File: src/rtl/button_debounce.sv
// button_debounce: synchronise a bouncing push-button and qualify each change over STABLE_CYCLES samples
module button_debounce #(
  parameter int STABLE_CYCLES = 500000,
  parameter int CNT_W = 20,
  parameter bit ACTIVE_LOW = 1'b1
) (
  input  logic clk,
  input  logic reset,
  input  logic btn_in,
  output logic btn_level,
  output logic press_pulse,
  output logic release_pulse,
  output logic busy
);
  typedef enum logic [1:0] {IDLE, CHK_PRESS, HELD, CHK_RELEASE} state_t;
  state_t state, state_n;
  logic s1, s2, raw, last, level_n, press_n, release_n;
  logic [CNT_W-1:0] cnt, cnt_n;
  assign raw = ACTIVE_LOW ? ~btn_in : btn_in;
  assign last = cnt == CNT_W'(STABLE_CYCLES - 1);
  assign busy = (state == CHK_PRESS) | (state == CHK_RELEASE);
  always_comb begin
    state_n = state;
    cnt_n = cnt;
    level_n = btn_level;
    press_n = 1'b0;
    release_n = 1'b0;
    case (state)
      IDLE: if (s2) begin
        state_n = CHK_PRESS;
        cnt_n = '0;
      end
      CHK_PRESS: if (!s2) begin
        state_n = IDLE;
        cnt_n = '0;
      end else if (last) begin
        state_n = HELD;
        level_n = 1'b1;
        press_n = 1'b1;
      end else cnt_n = cnt + CNT_W'(1);
      HELD: if (!s2) begin
        state_n = CHK_RELEASE;
        cnt_n = '0;
      end
      CHK_RELEASE: if (s2) begin
        state_n = HELD;
        cnt_n = '0;
      end else if (last) begin
        state_n = IDLE;
        level_n = 1'b0;
        release_n = 1'b1;
      end else cnt_n = cnt + CNT_W'(1);
    endcase
  end
  always_ff @(posedge clk) begin
    if (reset) begin
      s1 <= 1'b0;
      s2 <= 1'b0;
      state <= IDLE;
      cnt <= '0;
      btn_level <= 1'b0;
      press_pulse <= 1'b0;
      release_pulse <= 1'b0;
    end else begin
      s1 <= raw;
      s2 <= s1;
      state <= state_n;
      cnt <= cnt_n;
      btn_level <= level_n;
      press_pulse <= press_n;
      release_pulse <= release_n;
    end
  end
endmodule

File: config.mk
export PLATFORM = sky130hd
export DESIGN_NAME = button_debounce
export DESIGN_NICKNAME = d
export VERILOG_FILES = /design/src/rtl/button_debounce.sv
export SDC_FILE = /design/constraint.sdc
export NUM_CORES = 1
export LEC_CHECK = 0
export CORE_UTILIZATION = 40
export CTS_CLUSTER_DIAMETER = 30
export CTS_CLUSTER_SIZE = 24
export DETAILED_ROUTE_END_ITERATION = 8
export HOLD_SLACK_MARGIN = 0.15
export SETUP_SLACK_MARGIN = 0.15
export SLEW_MARGIN = 5
export SYNTH_ARGS = -nofsm -noshare
export SYNTH_HDL_FRONTEND = slang
export SYNTH_SLANG_ARGS = --single-unit
File: constraint.sdc
create_clock -name clk -period 2.1 [get_ports clk]
set_input_delay 0.42 -clock clk [delete_from_list [all_inputs] [get_ports clk]]
set_output_delay 0.42 -clock clk [all_outputs]
set_load 0.02 [all_outputs]
; Yosys cells after proc, flatten, opt, wreduce, memory -nomap -nowiden
; Index checks and enable logic that the tools add are counted.
[classes]
bitwise_logic = 5
reduce_logical = 7
add_sub_neg = 1
n_mux = 19
n_eq_ne = 12
[op_table]
columns = cell, n
row1 = two-way mux 20 bit, 5
row2 = case mux 20 bit (4 select lines), 1
row3 = adder 20 x 1 -> 20 bit (second input constant), 1
row4 = equality test 20 x 19 -> 1 bit (second input constant), 1
row5 = two-way mux 2 bit, 6
row6 = != test 2 bit (second input constant), 6
row7 = case mux 2 bit (4 select lines), 1
row8 = != test 3 bit (second input constant), 2
row9 = OR reduction 3 bit, 2
row10 = two-way mux 1 bit, 5
row11 = AND reduction 5 bit, 1
row12 = equality test 2 bit (second input constant), 2
row13 = NOT 1 bit, 4
row14 = AND reduction 4 bit, 1
row15 = equality test 2 x 1 -> 1 bit (second input constant), 1
row16 = zero test 2 bit, 1
row17 = case mux 1 bit (2 select lines), 1
row18 = AND reduction 2 bit, 1
row19 = nonzero test 2 bit, 1
row20 = OR 1 bit, 1
[word_totals]
wordCells = 51
out_inout_bits = 4
regBits = 27
input_bits = 3

; Longest topological paths before layout
; Gate-level depths: netlist (run 1).
[depth]
word_depth = 4
depth_mapped = 7
mapped_depth_nobuf = 6

; Least setup slack after synthesis (run 1)
; No wires, ideal clock.
[synth_timing]
kind = reg-to-reg
from = register cnt[0]
to = register cnt[14]
setup_ns = 0.070
setup_slack_ns = 0.256
stages_incl_launch_ff = 6
t_required_ns = 2.030
synth_period_minus_slack_ns = 1.844
t_arrival_ns = 1.774
n_path_buf = 0
cell_sequence = dfxtp_1 > ha_1 > nand2_1 > or4_4 > or4_1 > a21oi_1
[synth_between]
elab_chain_len = 4
elab_cells_between_ends = 6
cone_classes = add/sub: 1 / eq/ne: 1 / mux: 4
[synth_lines]
columns = item, line
row1 = from (decl), 18  ; logic [CNT_W-1:0] cnt, cnt_n;
row2 = from (signal assigned), 68  ; cnt <= cnt_n;
row3 = adder 20 x 1 -> 20 bit or equality test 20 x 19 -> 1 bit (tied branches), "40, 52, 20"
row4 = two-way mux 20 bit (*), "36, 48"
row5 = "two-way mux 20 bit, on equally long branches", "45, 33"
row6 = case mux 20 bit (4 select lines) (*), 28  ; case (state)
; Mark *: on every way between the ends. The rest lies on a longest branch, timed or not.
; A chain may end at the register's enable or synchronous reset.

; Worst setup path after layout (run 1)
[layout_timing]
from = register cnt[1]
to = register cnt[14]
; Same word-level chain as after synthesis.

==> results.toml, run 1 <==
[outcome]
status = "completed"

[global_route]
grt_start_max_net_pins = 17
gr-usage-all-layers = 0.207
grt_pass1_wl_um = 5600
grt_overflow = 0
antenna_found_initial = 0
grt_pass1_vias = 1247

[routing]
drc = 0
wl_per_cell_um = 15.3
postRouteAntennaNets = 0
vias_per_cell = 6.08
drt_iter0_drc = 78
dr_total_vias = 1380
dr.pass1.iters = 4
wl_um = 3470

[place]
hpwl_um = 2410
place_congestion = 0.795
pre_cts_ws_ns = 0.132
port-buffer-count = 6
place_area_um2 = 1480
place_inst = 219

[timing]
timing.fmax_mhz = 522
drv_slew = 0
finalCritPeriodShare = 0.912
whs_ns = 0.462
skew_ns = 0.00825
postLayoutSetupSlackWorst_ns = 0.184
finalSetupViolCount = 0
relSlewSlack = 0.658
tns_ns = 0
rsz0062_at_grt = "true"
tightest_slew_ns = 0.508
period_minus_slack_ns = 1.92
hold_violations = 0

[floorplan]
dieArea_um2 = 3670
start_util = 0.436
die_w_um = 60.6
rows = 20
die_h_um = 60.6
ios = 7
core_area_um2 = 3150

[critical_path]
cp-start-kind = "register"
crit_required_ns = 2.37
end_kind = "register"
arrival_ns = 2.19
cp_max_fo = 5
crit_type = "reg2reg"

[synthesis]
syn_nets = 177
yosys_warnings = 0
yosysSeqAreaShare = 0.393
netlist.area_leader.share = 0.393
netlist_area_um2 = 1370
synth_cells = 173
yosys.area.top_type = "dfxtp_1"
ys.flop_type = "dfxtp_1"
ys_ff_latch = 27
synth_edf_count = 0
synth-async-reset-ratio = 0
syn_area_per_cell_um2 = 7.94
synthDistinctLibCells = 41
synth.area.top_cells = "dfxtp_1 39%, a21oi_1 7.3%, o21ai_0 5.5%, nor2_1 4.6%, nand3_1 4.4%"

[pwr]
power.leakage_nw = 0.513
max-vdd-ir-drop_mv = 0.230
pwr_density_cell_nw_per_um2 = 513
totalPowerFinal_mw = 0.802

[min_path]
hp-class = "reg2reg"

[finish]
layout-drive-gt1-share = 0.153
fin_nets = 188
fin_cells = 227
diodes = 0
design_area_um2 = 1560
syn2layout_area_growth_pct = 13.8
nFillCells = 342
final_core_util = 0.496

[clock_network]
cts_buffers = 3
insertion_delay_ns = 0.33
cts_num_sinks = 27
cts_tree = "built"
cts_hold_buf = 0
cts_buffer_depth = 2
cts_root_buf = "clkbuf_4"
ctsHtreeMaxLevel = 1
clk_pin_slew_ns = 0.15

[job]
drv_cap = 0
[cell usage after synthesis (all sizes together) (3+ instances only)]
master / instances
nor4: 3
a31oi: 5
buf: 5
a21oi: 20
nor2: 17
dfxtp: 27
or4: 4
a211oi: 5
nand2: 10
nand3: 12
o21ai: 15
clkbuf: 6
nand4: 5
and2: 3
and3: 4
inv: 4
nor3: 5
[power by group]
part,internal (mW),switching (mW)
logic,0.0191,0.0292
clock network,0.0730,0.161
registers,0.516,0.00394
total,0.608,0.195
[worst paths after layout]
| kind | slack, ns | to | from | cells past startpoint |
|---|---|---|---|---|
| worst max-delay path | 0.18 | cnt[14] | cnt[1] | 5 |
| worst min-delay path | 0.46 | s2 | s1 | 1 |
| worst max register to register | 0.18 | cnt[14] | cnt[1] | 5 |
| worst min register to register | 0.46 | s2 | s1 | 1 |
[worst max-delay path, stage by stage (launching register included)]
cell and delay (ns):
dfxtp_2 0.40, ha_4 0.17, nand2_1 0.09, or4_4 0.57
or4_1 0.48, a21oi_1 0.15
[per-layer routing]
| metal | global-route usage | vias up | share of wire |
|---|---|---|---|
| met5 | 0 | - | 0 |
| met4 | 0.0909 | 0 | 0.022 |
| met3 | 0.0320 | 8 | 0.055 |
| met2 | 0.361 | 54 | 0.49 |
| met1 | 0.251 | 651 | 0.43 |
| li1 | - | 667 | - |
[cells in the final DEF (no fill, tap or decap), types with 4 or more instances in the layout]
cell / count
nand3_1: 12
buf_4: 11
nor2_1: 17
dfxtp_1: 20
o21ai_0: 15
inv_1: 4
clkdlybuf4s50_1: 6
a21oi_1: 20
a31oi_1: 5
nor3_1: 5
nand2_1: 10
dfxtp_2: 6
a211oi_1: 5
nand4_1: 4
[final cells by class]
type	count	area [um^2]	area share
clock buffer	3	22.5	0.0144
tap	44	55.1	0.0352
clock inverter	1	7.51	0.00480
multi-input combinational	131	769	0.492
timing repair buffer	17	143	0.0912
sequential	27	552	0.353
inverter	4	15.0	0.00960
[sequential cells by signal (all words and copies together) (netlist names), named ones only]
register	flops
cnt	20
btn_level	1
press_pulse	1
release_pulse	1
s1	1
s2	1
state	1
[cells by family (layout without fill, tap and decap cells)]
logic type               after synthesis  count (layout)  synth area share
AND/OR/NAND/NOR                       74              74             0.296
flip-flops                            27              27             0.393
multiplexers                           1               1           0.00729
AO/OA/AOI/OAI                         54              54             0.232
adder cells (fa/ha/maj)                1               1           0.00911
XOR/XNOR                               1               1           0.00638
buffers and inverters                 15              25            0.0555
[timing repair]
item                       in CTS  in global routing
gates cloned                    0                  0
pin swaps                       0                  2
buffers inserted                0                  4
resized for setup               4                  6
setup endpoints to repair       1                  6
Power figures use the tool's default switching activity.
==> inputs of run 2 (changes only) <==
Settings changed: CORE_ASPECT_RATIO set to 1.2.
==> run 2 against run 1 <==
Combinational power down 4.6%. Clock power up 2%. Via count down 5.7%. Critical path depth unchanged. First-iteration DRC count down 51%. Total power up 0.30%. Sequential share of layout area up 0.66 points. Die area about the same. Final cell count down 4.8%. Largest power group unchanged. Non-clock buffer count down 3.
==> results.toml, run 2 (synthesis gave the netlist of run 1 again) <==
[pwr]
internal-power_mw = 0.607
switching_share = 0.246
max-vdd-ir-drop_mv = 0.373
switchingPower_mw = 0.198
p_clk_frac = 0.297
seq_power_share = 0.645
pwr-share-comb = 0.057
pwr_density_cell_nw_per_um2 = 524
totalPowerFinal_mw = 0.805
power.leakage_nw = 0.499

[floorplan]
die_w_um = 55.5
rows = 22
core_area_um2 = 3170
dieArea_um2 = 3670
ios = 7
die_h_um = 66.2
start_util = 0.434

[critical_path]
cp_max_fo = 5
worstReg2RegStart = "cnt[1]"
cp-start-kind = "register"
crit_required_ns = 2.38
path_buf_inv = 0
end_kind = "register"
path_delay_family = "simple AND/OR/NAND/NOR gates"
critical_path.cell_chain = "ha_4 -> nand2_1 -> or4_4 -> or4_1 -> a21oi_1"
r2r_end = "cnt[14]"
crit_path_max_incr_delay_ns = 0.56
critical_path_cell_count = 5
arrival_ns = 2.18
reg2reg_slack_ns = 0.21
slowest_stage = "or4_4"
crit_type = "reg2reg"
rr_worst_depth = 5

[timing]
whs_ns = 0.461
finalSetupViolCount = 0
tns_ns = 0
period_minus_slack_ns = 1.89
drv_slew = 0
timing.fmax_mhz = 528
tightest_slew_ns = 0.537
relSlewSlack = 0.639
rsz0062_at_grt = "false"
skew_ns = 0.00643
finalCritPeriodShare = 0.902
hold_violations = 0

[min_path]
min_to = "s2"
hp-class = "reg2reg"
whs_path_depth = 1
min-delay-start = "s1"

[finish]
nFillCells = 307
layout-drive-gt1-share = 0.150
diodes = 0
fin_cells = 216
fin_nets = 185
final_cell_mix = "20 x a21oi_1, 20 x dfxtp_1, 16 x nor2_1"
syn2layout_area_growth_pct = 11.7
largest_register = "cnt"
final_core_util = 0.485
largest_reg_flops = 20

[routing]
drc = 0
postRouteAntennaNets = 0
vias_per_cell = 6.02
dr_total_vias = 1301
dr.pass1.iters = 4
wl_um = 3220
drt_iter0_drc = 38
wl_per_cell_um = 14.9

[clock_network]
cts_tree = "built"
cts_buffer_depth = 2
cts_hold_buf = 0
clk_pin_slew_ns = 0.16
cts_num_sinks = 27
cts_root_buf = "clkbuf_4"
cts_buffers = 3
ctsHtreeMaxLevel = 1
insertion_delay_ns = 0.34

[global_route]
grt_pass1_vias = 1184
grt_start_max_net_pins = 17
grt_overflow = 0
gr-usage-all-layers = 0.188
antenna_found_initial = 0
grt_pass1_wl_um = 5580

[place]
hpwl_um = 2330
place_inst = 210
place_congestion = 0.866
port-buffer-count = 6

[outcome]
status = "completed"

[job]
drv_cap = 0
run 2: how the worst max path moves through the flow:
stage	startpoint	end	slack, ns
2_1_floorplan	cnt[0]	cnt[14]	0.26
3_3_place_gp	cnt[0]	cnt[14]	0.19
3_5_place_dp	cnt[0]	cnt[14]	0.13
4_1_cts	cnt[0]	cnt[14]	0.15
5_1_grt	cnt[0]	cnt[14]	0.15
6_report	cnt[1]	cnt[14]	0.21
run 2: what timing repair did:
action                                  4_1_cts  5_1_grt
endpoints found under the hold margin         0        0
pin swaps                                     0        1
setup buffers                                 0        2
resized for setup                             3        9
endpoints found under the setup margin        1       10
gates cloned                                  0        0
run 2: final cells by class:
type                    count  area, um^2  share of cell area
well taps                  36        45.0              0.0293
flip-flops and latches     27         552               0.359
clock buffers               3        22.5              0.0147
multi-input cells         131         773               0.504
clock inverters             1        7.51             0.00489
repair buffers             14         120              0.0782
inverters                   4        15.0             0.00978
run 2: power groups by stage:
stage	sequential, mW	clock, mW	combinational (mW)
after floorplan	0.532	0	0.0256
after global placement	0.531	0	0.0448
after detailed placement	0.532	0	0.0455
after CTS	0.521	0.245	0.0456
after global routing	0.520	0.267	0.0502
final	0.519	0.239	0.0461
run 2: worst reg2reg max path: cells and delay by family, from the launching register on:
| family | cells | cell delay (ns) |
|---|---|---|
| flip-flops | 1 | 0.40 |
| adder cells (fa/ha/maj) | 1 | 0.16 |
| AND/OR/NAND/NOR | 3 | 1.13 |
| AO/OA/AOI/OAI | 1 | 0.16 |
run 2: per-stage QoR:
stage	instance area, um^2	setup slack (ns)
after floorplan	1370	0.256
after global placement	1460	0.187
after detailed placement	1460	0.125
after CTS	1500	0.152
after global routing	1540	0.155
final	1540	0.207
run 2: layer usage:
metal	vias up	global-route usage	part of all wire
met5	-	0	0
met2	18	0.318	0.47
met1	616	0.244	0.48
li1	661	-	-
met3	6	0.0235	0.030
met4	0	0.0719	0.016
